`config.mk`:
```
export PLATFORM = sky130hd
export DESIGN_NAME = camera_frame_reader_flat
export DESIGN_NICKNAME = d
export VERILOG_FILES = /design/src/rtl/camera_frame_reader_pkg.sv /design/src/rtl/camera_frame_reader_if.sv /design/src/rtl/camera_pix_fifo.sv /design/src/rtl/camera_frame_reader.sv /design/src/flat_wrapper.sv
export SDC_FILE = /design/constraint.sdc
export NUM_CORES = 1
export LEC_CHECK = 0
export CAP_MARGIN = 5
export CELL_PAD_IN_SITES_DETAIL_PLACEMENT = 2
export CELL_PAD_IN_SITES_GLOBAL_PLACEMENT = 2
export CORE_ASPECT_RATIO = 1.4
export CORE_MARGIN = 10
export CORE_UTILIZATION = 35
export CTS_BUF_LIST = sky130_fd_sc_hd__clkbuf_4
export DETAILED_ROUTE_END_ITERATION = 10
export GPL_ROUTABILITY_DRIVEN = 0
export PLACE_DENSITY_LB_ADDON = 0.15
export SLEW_MARGIN = 25
export SYNTH_ARGS = -nofsm -noshare
export SYNTH_HDL_FRONTEND = slang
export SYNTH_SLANG_ARGS = --single-unit
```
`constraint.sdc`:
```
create_clock -name HCLK -period 3.6 [get_ports HCLK]
set_input_delay 0.72 -clock HCLK [delete_from_list [all_inputs] [get_ports HCLK]]
set_output_delay 0.72 -clock HCLK [all_outputs]
set_load 0.1 [all_outputs]
```
`src/rtl/camera_frame_reader_pkg.sv`:
```
`timescale 1ns/1ps
`default_nettype none
// ============================================================================
//  Package    : camera_pkg
//  Purpose    : Shared types and constants for the camera frame reader:
//               controller state encoding, default frame geometry, RGB565
//               field positions and the pixel FIFO entry layout.
//  Revision   : 1.0  initial release
// ============================================================================
package camera_pkg;

    // Default frame geometry: 320x240 pixels, one pixel per RAM word.
    localparam int unsigned C_FRAME_PIXELS = 76800;
    localparam int unsigned C_ADDR_W       = 17;
    localparam int unsigned C_PIX_W        = 16;

    // RGB565 field positions inside a pixel word.
    localparam int unsigned C_RGB_R_MSB = 15;
    localparam int unsigned C_RGB_R_LSB = 11;
    localparam int unsigned C_RGB_G_MSB = 10;
    localparam int unsigned C_RGB_G_LSB = 5;
    localparam int unsigned C_RGB_B_MSB = 4;
    localparam int unsigned C_RGB_B_LSB = 0;

    typedef enum logic [2:0] {
        ST_IDLE  = 3'd0,
        ST_REQ   = 3'd1,
        ST_READ  = 3'd2,
        ST_DRAIN = 3'd3,
        ST_REL   = 3'd4
    } state_t;

    // One output FIFO entry: frame-last marker plus the RGB565 pixel.
    typedef struct packed {
        logic               last;
        logic [C_PIX_W-1:0] data;
    } pix_entry_t;

endpackage
`default_nettype wire

```
`src/rtl/camera_frame_reader_if.sv`:
```
`timescale 1ns/1ps
`default_nettype none
// ============================================================================
//  Interface  : camera_frame_reader_if
//  Purpose    : Valid/ready RGB565 pixel stream with frame-last marker.
//  Signals    : pix_valid  source -> sink   pixel present
//               pix_ready  sink   -> source pixel accepted this cycle
//               pix_data   source -> sink   RGB565 pixel
//               pix_last   source -> sink   final pixel of the frame
//  Modports   : master = stream source (frame reader), slave = stream sink
//  Revision   : 1.0  initial release
// ============================================================================
interface camera_frame_reader_if;
    logic        pix_valid;
    logic        pix_ready;
    logic [15:0] pix_data;
    logic        pix_last;

    modport master (output pix_valid, output pix_data, output pix_last, input pix_ready);
    modport slave  (input pix_valid, input pix_data, input pix_last, output pix_ready);
endinterface
`default_nettype wire

```
`src/rtl/camera_pix_fifo.sv`:
```
`timescale 1ns/1ps
`default_nettype none
// ============================================================================
//  Module     : camera_pix_fifo
//  Purpose    : 2-entry first-word-fall-through FIFO of {last, pixel}.
//               The head entry is visible on o_rdata while o_count != 0.
//  Ports      : clk, rst_n     clock, asynchronous active-low reset
//               i_flush        synchronous clear, wins over push/pop
//               i_push/i_wdata write one entry (caller guarantees room)
//               i_pop          consume head entry (ignored when empty)
//               o_rdata        head entry
//               o_count        occupancy 0..2
//  Revision   : 1.0  initial release
// ============================================================================
module camera_pix_fifo
    import camera_pkg::*;
(
    input  wire logic       clk,
    input  wire logic       rst_n,
    input  wire logic       i_flush,
    input  wire logic       i_push,
    input  wire pix_entry_t i_wdata,
    input  wire logic       i_pop,
    output pix_entry_t      o_rdata,
    output logic [1:0]      o_count
);

    pix_entry_t r_mem [2];
    logic       r_wptr;
    logic       r_rptr;
    logic [1:0] r_count;

    logic w_do_push;
    logic w_do_pop;

    assign w_do_pop  = i_pop && (r_count != 2'd0);
    assign w_do_push = i_push && ((r_count != 2'd2) || w_do_pop);

    always_ff @(posedge clk or negedge rst_n) begin
        if (!rst_n) begin
            r_mem[0] <= '0;
            r_mem[1] <= '0;
            r_wptr   <= 1'b0;
            r_rptr   <= 1'b0;
            r_count  <= 2'd0;
        end else if (i_flush) begin
            r_wptr  <= 1'b0;
            r_rptr  <= 1'b0;
            r_count <= 2'd0;
        end else begin
            if (w_do_push) begin
                r_mem[r_wptr] <= i_wdata;
                r_wptr        <= ~r_wptr;
            end
            if (w_do_pop) begin
                r_rptr <= ~r_rptr;
            end
            case ({w_do_push, w_do_pop})
                2'b10:   r_count <= r_count + 2'd1;
                2'b01:   r_count <= r_count - 2'd1;
                default: r_count <= r_count;
            endcase
        end
    end

    assign o_rdata = r_mem[r_rptr];
    assign o_count = r_count;

endmodule
`default_nettype wire

```
`src/rtl/camera_frame_reader.sv`:
```
`timescale 1ns/1ps
`default_nettype none
// ============================================================================
//  Module     : camera_frame_reader
//  Purpose    : HCLK-side frame fetch. Requests a frame from the PCLK capture
//               stage (DATA_VALID), waits for its synchronized DATA_READY,
//               streams every stored pixel from the dual-port RAM read port
//               as a valid/ready stream, then releases the capture stage.
//  Ports      : HCLK, HRESETn   clock, asynchronous active-low reset
//               start, abort    frame request pulse / transfer abort level
//               busy, done      not-idle flag / completion pulse
//               DATA_VALID      capture request to the PCLK stage
//               DATA_READY      frame-captured flag (asynchronous)
//               DualRAM_RADDR   RAM read address
//               DualRAM_RDATA   RAM read data, 1-cycle latency, [15:0] used
//               pix             pixel stream source (master modport)
//  Revision   : 1.0  initial release
// ============================================================================
module camera_frame_reader
    import camera_pkg::*;
#(
    parameter int unsigned FRAME_PIXELS = C_FRAME_PIXELS,
    parameter int unsigned ADDR_W       = C_ADDR_W
) (
    input  wire logic              HCLK,
    input  wire logic              HRESETn,
    input  wire logic              start,
    input  wire logic              abort,
    output logic                   busy,
    output logic                   done,
    output logic                   DATA_VALID,
    input  wire logic              DATA_READY,
    output logic [ADDR_W-1:0]      DualRAM_RADDR,
    input  wire logic [31:0]       DualRAM_RDATA,
    camera_frame_reader_if.master  pix
);

    // One extra counter bit so a frame of exactly 2^ADDR_W pixels never wraps.
    localparam logic [ADDR_W:0] c_last_addr = (ADDR_W+1)'(FRAME_PIXELS - 1);
    localparam logic [ADDR_W:0] c_one       = (ADDR_W+1)'(1);

    state_t            r_state;
    state_t            w_state_nxt;
    logic              r_rdy_meta;
    logic              r_rdy_s;
    logic              r_done;
    logic [ADDR_W:0]   r_cnt;
    logic              r_inflight;
    logic              r_inflight_last;

    logic              w_issue;
    logic              w_flush;
    logic              w_data_valid;
    logic              w_pop;
    logic              w_room;
    logic [2:0]        w_occ;
    logic [1:0]        w_fifo_count;
    pix_entry_t        w_fifo_head;
    pix_entry_t        w_fifo_wdata;
    logic              w_unused_rdata_hi;

    assign w_unused_rdata_hi = &{1'b0, DualRAM_RDATA[31:16]};

    assign pix.pix_valid = (w_fifo_count != 2'd0);
    assign pix.pix_data  = pix.pix_valid ? w_fifo_head.data : 16'h0000;
    assign pix.pix_last  = pix.pix_valid & w_fifo_head.last;
    assign w_pop         = pix.pix_valid & pix.pix_ready;

    // Entries already buffered plus the read in flight, minus what leaves
    // this cycle, must stay below 2 for a new read to be safe.
    assign w_occ  = {1'b0, w_fifo_count} + {2'b00, r_inflight};
    assign w_room = w_occ < (3'd2 + {2'b00, w_pop});

    always_comb begin
        w_state_nxt  = r_state;
        w_issue      = 1'b0;
        w_data_valid = 1'b0;
        case (r_state)
            ST_IDLE: begin
                // A start coinciding with the done pulse is dropped.
                if (start && !r_done) w_state_nxt = ST_REQ;
            end
            ST_REQ: begin
                w_data_valid = 1'b1;
                if (abort)        w_state_nxt = ST_REL;
                else if (r_rdy_s) w_state_nxt = ST_READ;
            end
            ST_READ: begin
                w_data_valid = 1'b1;
                if (abort) begin
                    w_state_nxt = ST_REL;
                end else if (w_room) begin
                    w_issue = 1'b1;
                    if (r_cnt == c_last_addr) w_state_nxt = ST_DRAIN;
                end
            end
            ST_DRAIN: begin
                w_data_valid = 1'b1;
                if (abort || (w_pop && pix.pix_last)) w_state_nxt = ST_REL;
            end
            ST_REL: begin
                if (!r_rdy_s) w_state_nxt = ST_IDLE;
            end
            default: w_state_nxt = ST_IDLE;
        endcase
    end

    // Entering REL (normal completion or abort) discards all datapath state.
    assign w_flush = (w_state_nxt == ST_REL) && (r_state != ST_REL);

    always_ff @(posedge HCLK or negedge HRESETn) begin
        if (!HRESETn) begin
            r_state         <= ST_IDLE;
            r_rdy_meta      <= 1'b0;
            r_rdy_s         <= 1'b0;
            r_done          <= 1'b0;
            r_cnt           <= '0;
            r_inflight      <= 1'b0;
            r_inflight_last <= 1'b0;
        end else begin
            r_state         <= w_state_nxt;
            r_rdy_meta      <= DATA_READY;
            r_rdy_s         <= r_rdy_meta;
            r_done          <= (r_state == ST_REL) && !r_rdy_s;
            r_inflight      <= w_issue && !w_flush;
            r_inflight_last <= w_issue && !w_flush && (r_cnt == c_last_addr);
            if (w_flush)      r_cnt <= '0;
            else if (w_issue) r_cnt <= r_cnt + c_one;
        end
    end

    assign w_fifo_wdata = {r_inflight_last, DualRAM_RDATA[15:0]};

    camera_pix_fifo u_fifo (
        .clk     (HCLK),
        .rst_n   (HRESETn),
        .i_flush (w_flush),
        .i_push  (r_inflight),
        .i_wdata (w_fifo_wdata),
        .i_pop   (w_pop),
        .o_rdata (w_fifo_head),
        .o_count (w_fifo_count)
    );

    assign busy          = (r_state != ST_IDLE);
    assign done          = r_done;
    assign DATA_VALID    = w_data_valid;
    assign DualRAM_RADDR = r_cnt[ADDR_W-1:0];

endmodule
`default_nettype wire

```
`src/flat_wrapper.sv`:
```
// flat-port wrapper written by rule: the top's interface ports become plain ports
module camera_frame_reader_flat import camera_pkg::*;
#(
    parameter int unsigned FRAME_PIXELS = C_FRAME_PIXELS,
    parameter int unsigned ADDR_W       = C_ADDR_W
)
  (HCLK, HRESETn, start, abort, busy, done, DATA_VALID, DATA_READY, DualRAM_RADDR, DualRAM_RDATA, pix_pix_valid, pix_pix_data, pix_pix_last, pix_pix_ready);
  camera_frame_reader_if pix_i ();
  input  wire logic HCLK;
  input  wire logic HRESETn;
  input  wire logic start;
  input  wire logic abort;
  output logic busy;
  output logic done;
  output logic DATA_VALID;
  input  wire logic DATA_READY;
  output logic [ADDR_W-1:0] DualRAM_RADDR;
  input  wire logic [31:0] DualRAM_RDATA;
  output wire logic [$bits(pix_i.pix_valid)-1:0] pix_pix_valid;
  output wire logic [$bits(pix_i.pix_data)-1:0] pix_pix_data;
  output wire logic [$bits(pix_i.pix_last)-1:0] pix_pix_last;
  input wire logic [$bits(pix_i.pix_ready)-1:0] pix_pix_ready;
  assign pix_pix_valid = pix_i.pix_valid;
  assign pix_pix_data = pix_i.pix_data;
  assign pix_pix_last = pix_i.pix_last;
  assign pix_i.pix_ready = pix_pix_ready;
  camera_frame_reader #(.FRAME_PIXELS(FRAME_PIXELS), .ADDR_W(ADDR_W)) u_core (.HCLK(HCLK), .HRESETn(HRESETn), .start(start), .abort(abort), .busy(busy), .done(done), .DATA_VALID(DATA_VALID), .DATA_READY(DATA_READY), .DualRAM_RADDR(DualRAM_RADDR), .DualRAM_RDATA(DualRAM_RDATA), .pix(pix_i));
endmodule
```
==> results of run 1 <==
-- registers in the layout, summed over array words and instances, names as in the netlist --
name                    cells
u_core.u_fifo.r_wptr        1
u_core.done                 1
u_core.r_rdy_s              1
u_core.u_fifo.r_rptr        1
u_core.u_fifo.r_mem        34
u_core.u_fifo.o_count       2
u_core.r_cnt               18
u_core.r_state              3
u_core.r_inflight_last      1
u_core.r_rdy_meta           1
u_core.r_inflight           1
-- cell families after synthesis --
logic type,count (synthesis),share of synthesized area
AOI/OAI and AO/OA,32,0.05818
xor gates and xnor gates,11,0.02987
muxes,51,0.1831
and+or+nand+nor,95,0.1521
adders and majority gates,3,0.01164
buffers and inverters,34,0.06865
DFF,64,0.4965
-- final cells by class --
cell class | instances | area, um^2
clock buffers | 10 | 75.07
clock inverters | 6 | 50.05
fillers | 996 | 5172
inverters | 6 | 22.52
multi-input cells | 192 | 1403
flip-flops and latches | 64 | 1602
well taps | 107 | 133.9
repair buffers | 64 | 570.5
-- through the flow --
stage,area [um^2],utilization,setup slack [ns]
global route,3856,0.4271,0.4960
detailed placement,3731,0.4132,0.5361
CTS,3856,0.4271,0.5123
finish,3856,0.4271,0.5565
floorplan,3226,-,0.5511
global placement,3731,0.4132,0.6201
-- power by group --
group,switching [uW],total (uW),internal [uW]
registers,148,1070,927
logic,826,1260,429
clock network,264,473,210
-- cell usage after synthesis (2+ instances only) --
library cell	instances
mux2i_1	17
xnor2_1	4
a21oi_1	11
nand2_1	12
dfrtp_1	64
nor2b_1	2
ha_1	3
buf_4	17
clkbuf_1	6
nor2_1	35
nand3_1	5
and3_1	4
or3_1	9
nand2b_1	2
nor3b_2	2
mux2_4	10
o21ai_0	12
nor3_1	6
nand4_1	10
nor3b_1	2
buf_6	4
a211oi_1	2
mux2_2	24
inv_1	6
xor2_1	7
-- worst max-delay path, cell delays in order, from the launching register on --
cell             delay, ns
dfrtp_1               0.48
or3_1                 0.43
clkdlybuf4s50_1       0.99
-- path summary, 6_finish.rpt --
check,startpoint,endpoint,cells past startpoint
hold / removal,HRESETn,u_core.u_fifo.r_mem[0],1
max in group asynchronous,HRESETn,u_core.u_fifo.r_mem[4],2
min in group HCLK,u_core.r_rdy_meta,u_core.r_rdy_s,0
setup / recovery,u_core.r_state[0],busy,2
hold reg to reg,u_core.r_rdy_meta,u_core.r_rdy_s,0
setup reg to reg,u_core.u_fifo.o_count[0],u_core.r_cnt[17],7
-- per-layer routing --
metal	up-vias	wire, um
li1	1092	-
met5	-	0
met2	42	4222
met1	1156	3279
met4	0	159
met3	11	468
==> run_results.csv, run 1 <==
group,metric,value,unit
cells_and_area,mostFrequentLayoutCells,"dfrtp_1, nor2_1, clkdlybuf4s50_1",
global_routing,grt_pass1_wl,13980,um
synth,yosysSeqAreaShare,0.4965,
die,initial_core_util,0.3573,
setup_path,worstPathRequired,2.88,ns
cells_and_area,final_cells,449,
timing,slew_viol_final,0,
cells_and_area,antenna_cells,0,
clock_tree,path_clk_slew,0.12,ns
synth,ys_types,39,
clock_tree,cts-root-buf,"clkbuf_4",
clock_tree,cts_tree,"done",
setup_path,cp_data_arrival_time,2.32,ns
global_routing,met2_usage,0.2228,
timing,worst_slew_pin_slew,0.9852,ns
timing,fin_crit,3.043,ns
routing,drt_pre_antenna_iters,3,
place,numPortBuffers,59,
power,powerDensity,726.9,mW/mm^2
synth,yosysWarningCount,0,
routing,drtIter0Drc,31,
clock_tree,clock_latency,0.43,ns
synth,synthArstFlopShare,1.000,
synth,synth.avg_cell_area,11.12,um^2
clock_tree,numCtsBuffers,9,
power,total_leakage_power,0.001770,uW
setup_path,critPathLaunchType,"flip-flop",
die,die_area,0.01351,mm^2
routing,via_count,2301,
synth,synthTopCellsByArea,"dfrtp_1, mux2_2, mux2i_1, mux2_4, nor2_1",
timing,tns,0,ns
timing,hold_slack,0.3600,ns
synth,synth_top_flop_cell,"dfrtp_1",
synth,syn_area,0.003226,mm^2
synth,synth.largest_area_cell,"dfrtp_1",
die,core,0.009029,mm^2
global_routing,use_met3,0.03468,
timing,finalHoldViolations,0,
synth,synth-edff-count,0,
clock_tree,clock_path_buffers,2,
cells_and_area,final_common_cell,"dfrtp_1",
synth,synth-seq-cells,64,
clock_tree,clkSinkCount,64,
timing,setup_violations,0,
clock_tree,cts_resized,0,
cells_and_area,layout-drive-gt1-share,0.2456,
cells_and_area,syn_to_final_growth,19.55,%
global_routing,grt_pass1_vias,2665,
place,dp_hpwl,5824,um
routing,vias_per_cell,5.125,
global_routing,overflow,0,
power,ir_drop,0.0003741,V
global_routing,grt_max_degree,35,
timing,finClkSkew,0.01931,ns
job,cap_violations,0,
die,die_width,101.1,um
global_routing,grt_usage,0.1283,
clock_tree,htree_num_levels,3,
timing,finalCritPeriodShare,0.8454,
global_routing,grt_util_met1,0.1385,
setup_path,cp_max_fo,8,
die,row_count,41,
place,placed_cells,433,
run_status,status,"completed",
timing,slew-limit-headroom,0.3412,
global_routing,antenna_found_initial,0,
routing,drc_errors,0,
cells_and_area,fin_nets,378,
routing,antenna_left,0,
routing,wirelength,8130,um
setup_path,setup.worst_path.class,"flip-flop to output port",
routing,avgRoutedWirePerCell,18.11,um
timing,fmax,328.6,MHz
clock_tree,hold_buffers,0,
die,num_io_pins,76,
power,power,2803,uW
die,die_h,133.6,um
synth,yosysTopAreaCellShare,0.4965,
setup_path,regToRegSetupSlack,1.00,ns
global_routing,top_usage_layer,"met2",
worst_hold_path,hold_class,"primary input to asynchronous set/reset pin",
setup_path,crit_path_end_kind,"output port",
timing,grt_setup_unrepaired,"false",
synth,syn_inst,290,
clock_tree,cts_setup_buffers,0,
synth,synth_nets,331,
(Power assumes the default switching activity.)
==> run 2: changes to the inputs <==
--- a/config.mk
+++ b/config.mk
@@ -10,7 +10,7 @@
 export CELL_PAD_IN_SITES_GLOBAL_PLACEMENT = 2
 export CORE_ASPECT_RATIO = 1.4
 export CORE_MARGIN = 10
-export CORE_UTILIZATION = 35
+export CORE_UTILIZATION = 30
 export CTS_BUF_LIST = sky130_fd_sc_hd__clkbuf_4
 export DETAILED_ROUTE_END_ITERATION = 10
 export GPL_ROUTABILITY_DRIVEN = 0
==> constraint.sdc (replaced) <==
create_clock -name HCLK -period 2.49 [get_ports HCLK]
set_input_delay 0.498 -clock HCLK [delete_from_list [all_inputs] [get_ports HCLK]]
set_output_delay 0.498 -clock HCLK [all_outputs]
set_load 0.1 [all_outputs]
==> run 2 against run 1 <==
Compared with the run above:
- sequential power rose by 44%
- first-iteration DRC count did not move
- clock-buffer cell count did not move
- combinational power rose by 63%
- final area rose by 10%
- routed wire length rose by 2.7%
- setup slack got worse by 0.26 ns
- critical path depth rose by 3
- critical endpoint is now pix_pix_data[15]
==> run_results.csv, run 2 (same netlist as run 1, synthesis figures left out) <==
group,metric,value,unit
routing,wirelength,8351,um
place,dp_hpwl,6264,um
setup_path,r2r_start,"u_core.r_inflight",
die,die_area,0.01536,mm^2
timing,worst_slew_pin_slew,0.5180,ns
cells_and_area,final_common_cell,"dfrtp_1",
timing,fmax,455.1,MHz
cells_and_area,reg.largest.list,"u_core.u_fifo.r_mem (34), u_core.r_cnt (18), u_core.r_state (3)",
clock_tree,cts-root-buf,"clkbuf_4",
cells_and_area,top_register,"u_core.u_fifo.r_mem",
routing,avgRoutedWirePerCell,16.97,um
cells_and_area,antenna_cells,0,
timing,hold_slack,0.03090,ns
setup_path,crit_start,"u_core.u_fifo.o_count[0]",
timing,finClkSkew,0.01657,ns
routing,drc_errors,0,
timing,slew-limit-headroom,0.6547,
global_routing,grt_max_degree,45,
cells_and_area,layout-drive-gt1-share,0.3503,
worst_hold_path,hold_class,"primary input to asynchronous set/reset pin",
die,initial_core_util,0.3084,
clock_tree,cts_tree,"done",
power,powerDensity,1042,mW/mm^2
clock_tree,numCtsBuffers,9,
timing,finalHoldViolations,0,
cells_and_area,largest_reg_flops,34,
global_routing,grt_pass1_wl,14130,um
die,die_h,142.7,um
timing,slew_viol_final,0,
global_routing,grt_usage,0.1157,
cells_and_area,syn_to_final_growth,31.85,%
clock_tree,cts_resized,0,
cells_and_area,final_cells,492,
setup_path,worstPathRequired,1.99,ns
setup_path,crit_slowest_cell,"dfrtp_1",
clock_tree,clkSinkCount,64,
setup_path,crit_chain,"buf_4 -> nor2_2 -> buf_4 -> nor2_1 -> buf_12",
place,numPortBuffers,59,
place,placed_cells,476,
clock_tree,path_clk_slew,0.12,ns
routing,drtIter0Drc,31,
power,ir_drop,0.0002306,V
cells_and_area,multi_input_area,0.001433,mm^2
setup_path,cp_max_fo,18,
cells_and_area,seq_area,0.001602,mm^2
setup_path,path_common_cell,"buf_4",
setup_path,cp_slowest_stage_delay,0.40,ns
clock_tree,htree_num_levels,3,
routing,antenna_left,0,
power,total_leakage_power,0.001918,uW
global_routing,antenna_found_initial,0,
clock_tree,clock_latency,0.43,ns
global_routing,grt_pass1_vias,2750,
setup_path,setup.worst_path.class,"flip-flop to output port",
cells_and_area,mostFrequentLayoutCells,"dfrtp_1, buf_4, mux2_2",
setup_path,regToRegSetupSlack,0.29,ns
job,cap_violations,0,
timing,finalCritPeriodShare,0.8824,
timing,fin_crit,2.197,ns
timing,setup_violations,0,
setup_path,cp_data_arrival_time,1.70,ns
routing,drt_pre_antenna_iters,4,
cells_and_area,nFillCells,1107,
routing,vias_per_cell,4.837,
clock_tree,clock_path_buffers,2,
routing,via_count,2380,
setup_path,crit_path_end_kind,"output port",
die,core,0.01046,mm^2
timing,tns,0,ns
clock_tree,cts_setup_buffers,0,
setup_path,critPathLaunchType,"flip-flop",
timing,grt_setup_unrepaired,"false",
die,die_width,107.6,um
die,num_io_pins,76,
cells_and_area,fin_nets,390,
die,row_count,44,
global_routing,overflow,0,
clock_tree,hold_buffers,0,
run_status,status,"completed",
## run 2: final timing paths
check	end	cells past startpoint
worst max-delay path	pix_pix_data[15]	5
worst min-delay path	u_core.u_fifo.r_mem[18]	1
worst max register to register	u_core.r_cnt[17]	7
worst min register to register	u_core.r_rdy_s	0
max in group asynchronous	u_core.r_cnt[14]	2
min in group HCLK	u_core.r_rdy_s	0
## run 2: power breakdown
part           switching [uW]  internal [uW]
combinational            1270            781
sequential                203           1340
clock                     410            423
total                    1890           2540
## run 2: per-layer routing
layer,track usage,up-vias,wire length (um),share of wire
li1,-,1121,-,-
met1,0.1275,1199,3470,0.42
met2,0.2044,49,4361,0.52
met3,0.03108,11,380,0.046
met4,0.04654,0,139,0.017
met5,0,-,0,0
## run 2: area by class of cell
cell class / count / area share
Inverter: 6 / 0.005296
Clock buffer: 10 / 0.01765
Tap cell: 138 / 0.04060
Sequential cell: 64 / 0.3766
Timing Repair Buffer: 76 / 0.2012
Multi-Input combinational cell: 192 / 0.3369
Clock inverter: 6 / 0.02177
## run 2: worst max-delay path: cells and delay by family, from the launching register on
kind | cells | cell delay [ns]
buf+inv | 3 | 0.64
simple gates | 2 | 0.22
flops | 1 | 0.40
## run 2: through the flow
stage               setup WS (ns)  instance area [um^2]  power [uW]  utilization
floorplan                -0.02965                  3253        3036            -
global placement          0.03372                  4085        3595       0.3906
detailed placement        0.01504                  4085        3666       0.3906
CTS                        0.2256                  4253        4523       0.4066
global route              0.03636                  4253        4703       0.4066
finish                     0.2929                  4253        4431       0.4066
==> run 3: changes to the inputs <==
--- a/config.mk
+++ b/config.mk
@@ -10,11 +10,11 @@
 export CELL_PAD_IN_SITES_GLOBAL_PLACEMENT = 2
 export CORE_ASPECT_RATIO = 1.4
 export CORE_MARGIN = 10
-export CORE_UTILIZATION = 30
+export CORE_UTILIZATION = 33
 export CTS_BUF_LIST = sky130_fd_sc_hd__clkbuf_4
 export DETAILED_ROUTE_END_ITERATION = 10
 export GPL_ROUTABILITY_DRIVEN = 0
-export PLACE_DENSITY_LB_ADDON = 0.15
+export PLACE_DENSITY = 0.88
 export SLEW_MARGIN = 25
 export SYNTH_ARGS = -nofsm -noshare
 export SYNTH_HDL_FRONTEND = slang
==> constraint.sdc (replaced) <==
create_clock -name HCLK -period 2.5 [get_ports HCLK]
set_input_delay 0.5 -clock HCLK [delete_from_list [all_inputs] [get_ports HCLK]]
set_output_delay 0.5 -clock HCLK [all_outputs]
set_load 0.1 [all_outputs]
==> run 3 against run 2 <==
Compared with the run above:
- clock-buffer cell count unchanged
- clock skew is essentially flat
- clock power is 20% lower
- critical path depth up 2
- power is 2.9% lower
- die area is 7.6% lower
- combinational power is essentially flat
- worst hold slack better by 0.017 ns
- utilization increased by 3.3 points
==> run_results.csv, run 3 (same netlist as run 1, synthesis figures left out) <==
group,metric,value,unit
run_status,status,"completed",
clock_tree,cts_tree,"done",
power,powerDensity,1028,mW/mm^2
timing,setup_violations,0,
clock_tree,clock_latency,0.41,ns
cells_and_area,syn_to_final_growth,29.71,%
cells_and_area,reg.largest.list,"u_core.u_fifo.r_mem (34), u_core.r_cnt (18), u_core.r_state (3)",
global_routing,grt_usage,0.1264,
routing,wirelength,8701,um
setup_path,ff2ff_path_depth,7,
setup_path,setup.worst_path.class,"flip-flop to flip-flop",
setup_path,crit_start,"u_core.r_inflight",
setup_path,cp_top_family,"simple AND/OR/NAND/NOR gates",
timing,worst_slew_pin_slew,0.5185,ns
clock_tree,cts-root-buf,"clkbuf_4",
job,cap_violations,0,
cells_and_area,design_area,0.004184,mm^2
routing,avgRoutedWirePerCell,18.09,um
power,swShare,0.4383,
place,preCtsSetupSlack,0.01938,ns
clock_tree,path_clk_slew,0.11,ns
setup_path,crit_buf_inv,0,
place,placed_cells,466,
die,row_count,42,
routing,drt_pre_antenna_iters,4,
cells_and_area,fin_nets,386,
setup_path,critPathLaunchType,"flip-flop",
power,p_sw,1885,uW
cells_and_area,top_register,"u_core.u_fifo.r_mem",
timing,setup_ws,0.2528,ns
global_routing,grt_pass1_wl,14490,um
setup_path,crit_slowest_cell,"dfrtp_1",
routing,vias_per_cell,4.956,
cells_and_area,layout-drive-gt1-share,0.3324,
timing,finClkSkew,0.01679,ns
timing,slew_viol_final,0,
global_routing,overflow,0,
timing,fmax,445.0,MHz
place,place_area,0.004060,mm^2
timing,grt_setup_unrepaired,"false",
die,num_io_pins,76,
cells_and_area,mostFrequentLayoutCells,"dfrtp_1, buf_4, mux2_2",
setup_path,cp_slowest_stage_delay,0.44,ns
routing,antenna_left,0,
die,die_width,103.6,um
routing,drc_errors,0,
setup_path,regToRegSetupSlack,0.25,ns
routing,drtIter0Drc,56,
setup_path,crit_path_end_kind,"flip-flop",
clock_tree,htree_num_levels,3,
timing,finalHoldViolations,0,
timing,fin_crit,2.247,ns
worst_hold_path,hold_class,"primary input to asynchronous set/reset pin",
cells_and_area,final_cells,481,
setup_path,worstPathRequired,2.83,ns
die,initial_core_util,0.3391,
setup_path,cp_data_arrival_time,2.58,ns
cells_and_area,nFillCells,987,
power,ir_drop,0.0002987,V
routing,via_count,2384,
power,clock_power_share,0.154,
setup_path,reg2reg_to,"u_core.r_cnt[17]",
global_routing,grt_pass1_vias,2750,
clock_tree,cts_resized,0,
timing,finalCritPeriodShare,0.8989,
power,total_leakage_power,0.001882,uW
clock_tree,clkSinkCount,64,
global_routing,grt_max_degree,46,
clock_tree,cts_setup_buffers,0,
cells_and_area,largest_reg_flops,34,
setup_path,cp_max_fo,8,
setup_path,path_common_cell,"ha_1",
timing,tns,0,ns
setup_path,r2r_start,"u_core.r_inflight",
die,die_area,0.01419,mm^2
setup_path,crit_chain,"ha_1 -> ha_1 -> nor2_1 -> nor4b_2 -> nand3_1 -> or3_1 -> a21oi_1",
cells_and_area,final_common_cell,"dfrtp_1",
clock_tree,clock_path_buffers,2,
power,power.internal,2416,uW
timing,slew-limit-headroom,0.6543,
place,numPortBuffers,59,
cells_and_area,antenna_cells,0,
die,core,0.009512,mm^2
global_routing,antenna_found_initial,0,
die,die_h,137.0,um
power,p_seq_frac,0.361,
place,dp_hpwl,6639,um
power,combinationalPowerShare,0.485,
clock_tree,numCtsBuffers,9,
clock_tree,hold_buffers,0,
-- run 3: power by group through the flow --
stage               Sequential (uW)  Combinational (uW)  Clock [uW]
detailed placement             1580                2110           0
global route                   1600                2200         738
floorplan                      1500                1520           0
CTS                            1550                2120         688
finish                         1550                2090         663
global placement               1530                2030           0
-- run 3: metrics by stage --
step	hold slack, ns	power, uW	utilization
after global routing	0.04178	4539	0.4399
after global placement	0.3523	3556	0.4269
after floorplan	0.2044	3024	-
after detailed placement	0.3544	3685	0.4269
after CTS	0.03149	4364	0.4399
final	0.04743	4301	0.4399
-- run 3: how the worst max path moves through the flow --
stage | end | depth (start not counted)
after floorplan | pix_pix_data[0] | 3
after global placement | u_core.u_fifo.r_mem[29] | 7
after detailed placement | u_core.u_fifo.r_mem[24] | 7
after CTS | pix_pix_data[7] | 4
after global routing | u_core.r_cnt[17] | 7
final | u_core.r_cnt[17] | 7
-- run 3: per-layer routing --
layer | wire [um] | up-vias | global-route usage
met5 | 0 | - | 0
met3 | 376 | 11 | 0.03529
met1 | 3742 | 1210 | 0.1410
met4 | 80 | 0 | 0.04245
li1 | - | 1112 | -
met2 | 4501 | 51 | 0.2267
-- run 3: final cells by class --
| cell class | count | area [um^2] | share of cell area |
|---|---|---|---|
| Multi-Input combinational cell | 192 | 1433 | 0.3424 |
| Sequential cell | 64 | 1602 | 0.3828 |
| Timing Repair Buffer | 72 | 838.3 | 0.2004 |
| Tap cell | 132 | 165.2 | 0.03947 |
| Inverter | 6 | 22.52 | 0.005383 |
| Clock inverter | 5 | 48.80 | 0.01166 |
| Clock buffer | 10 | 75.07 | 0.01794 |
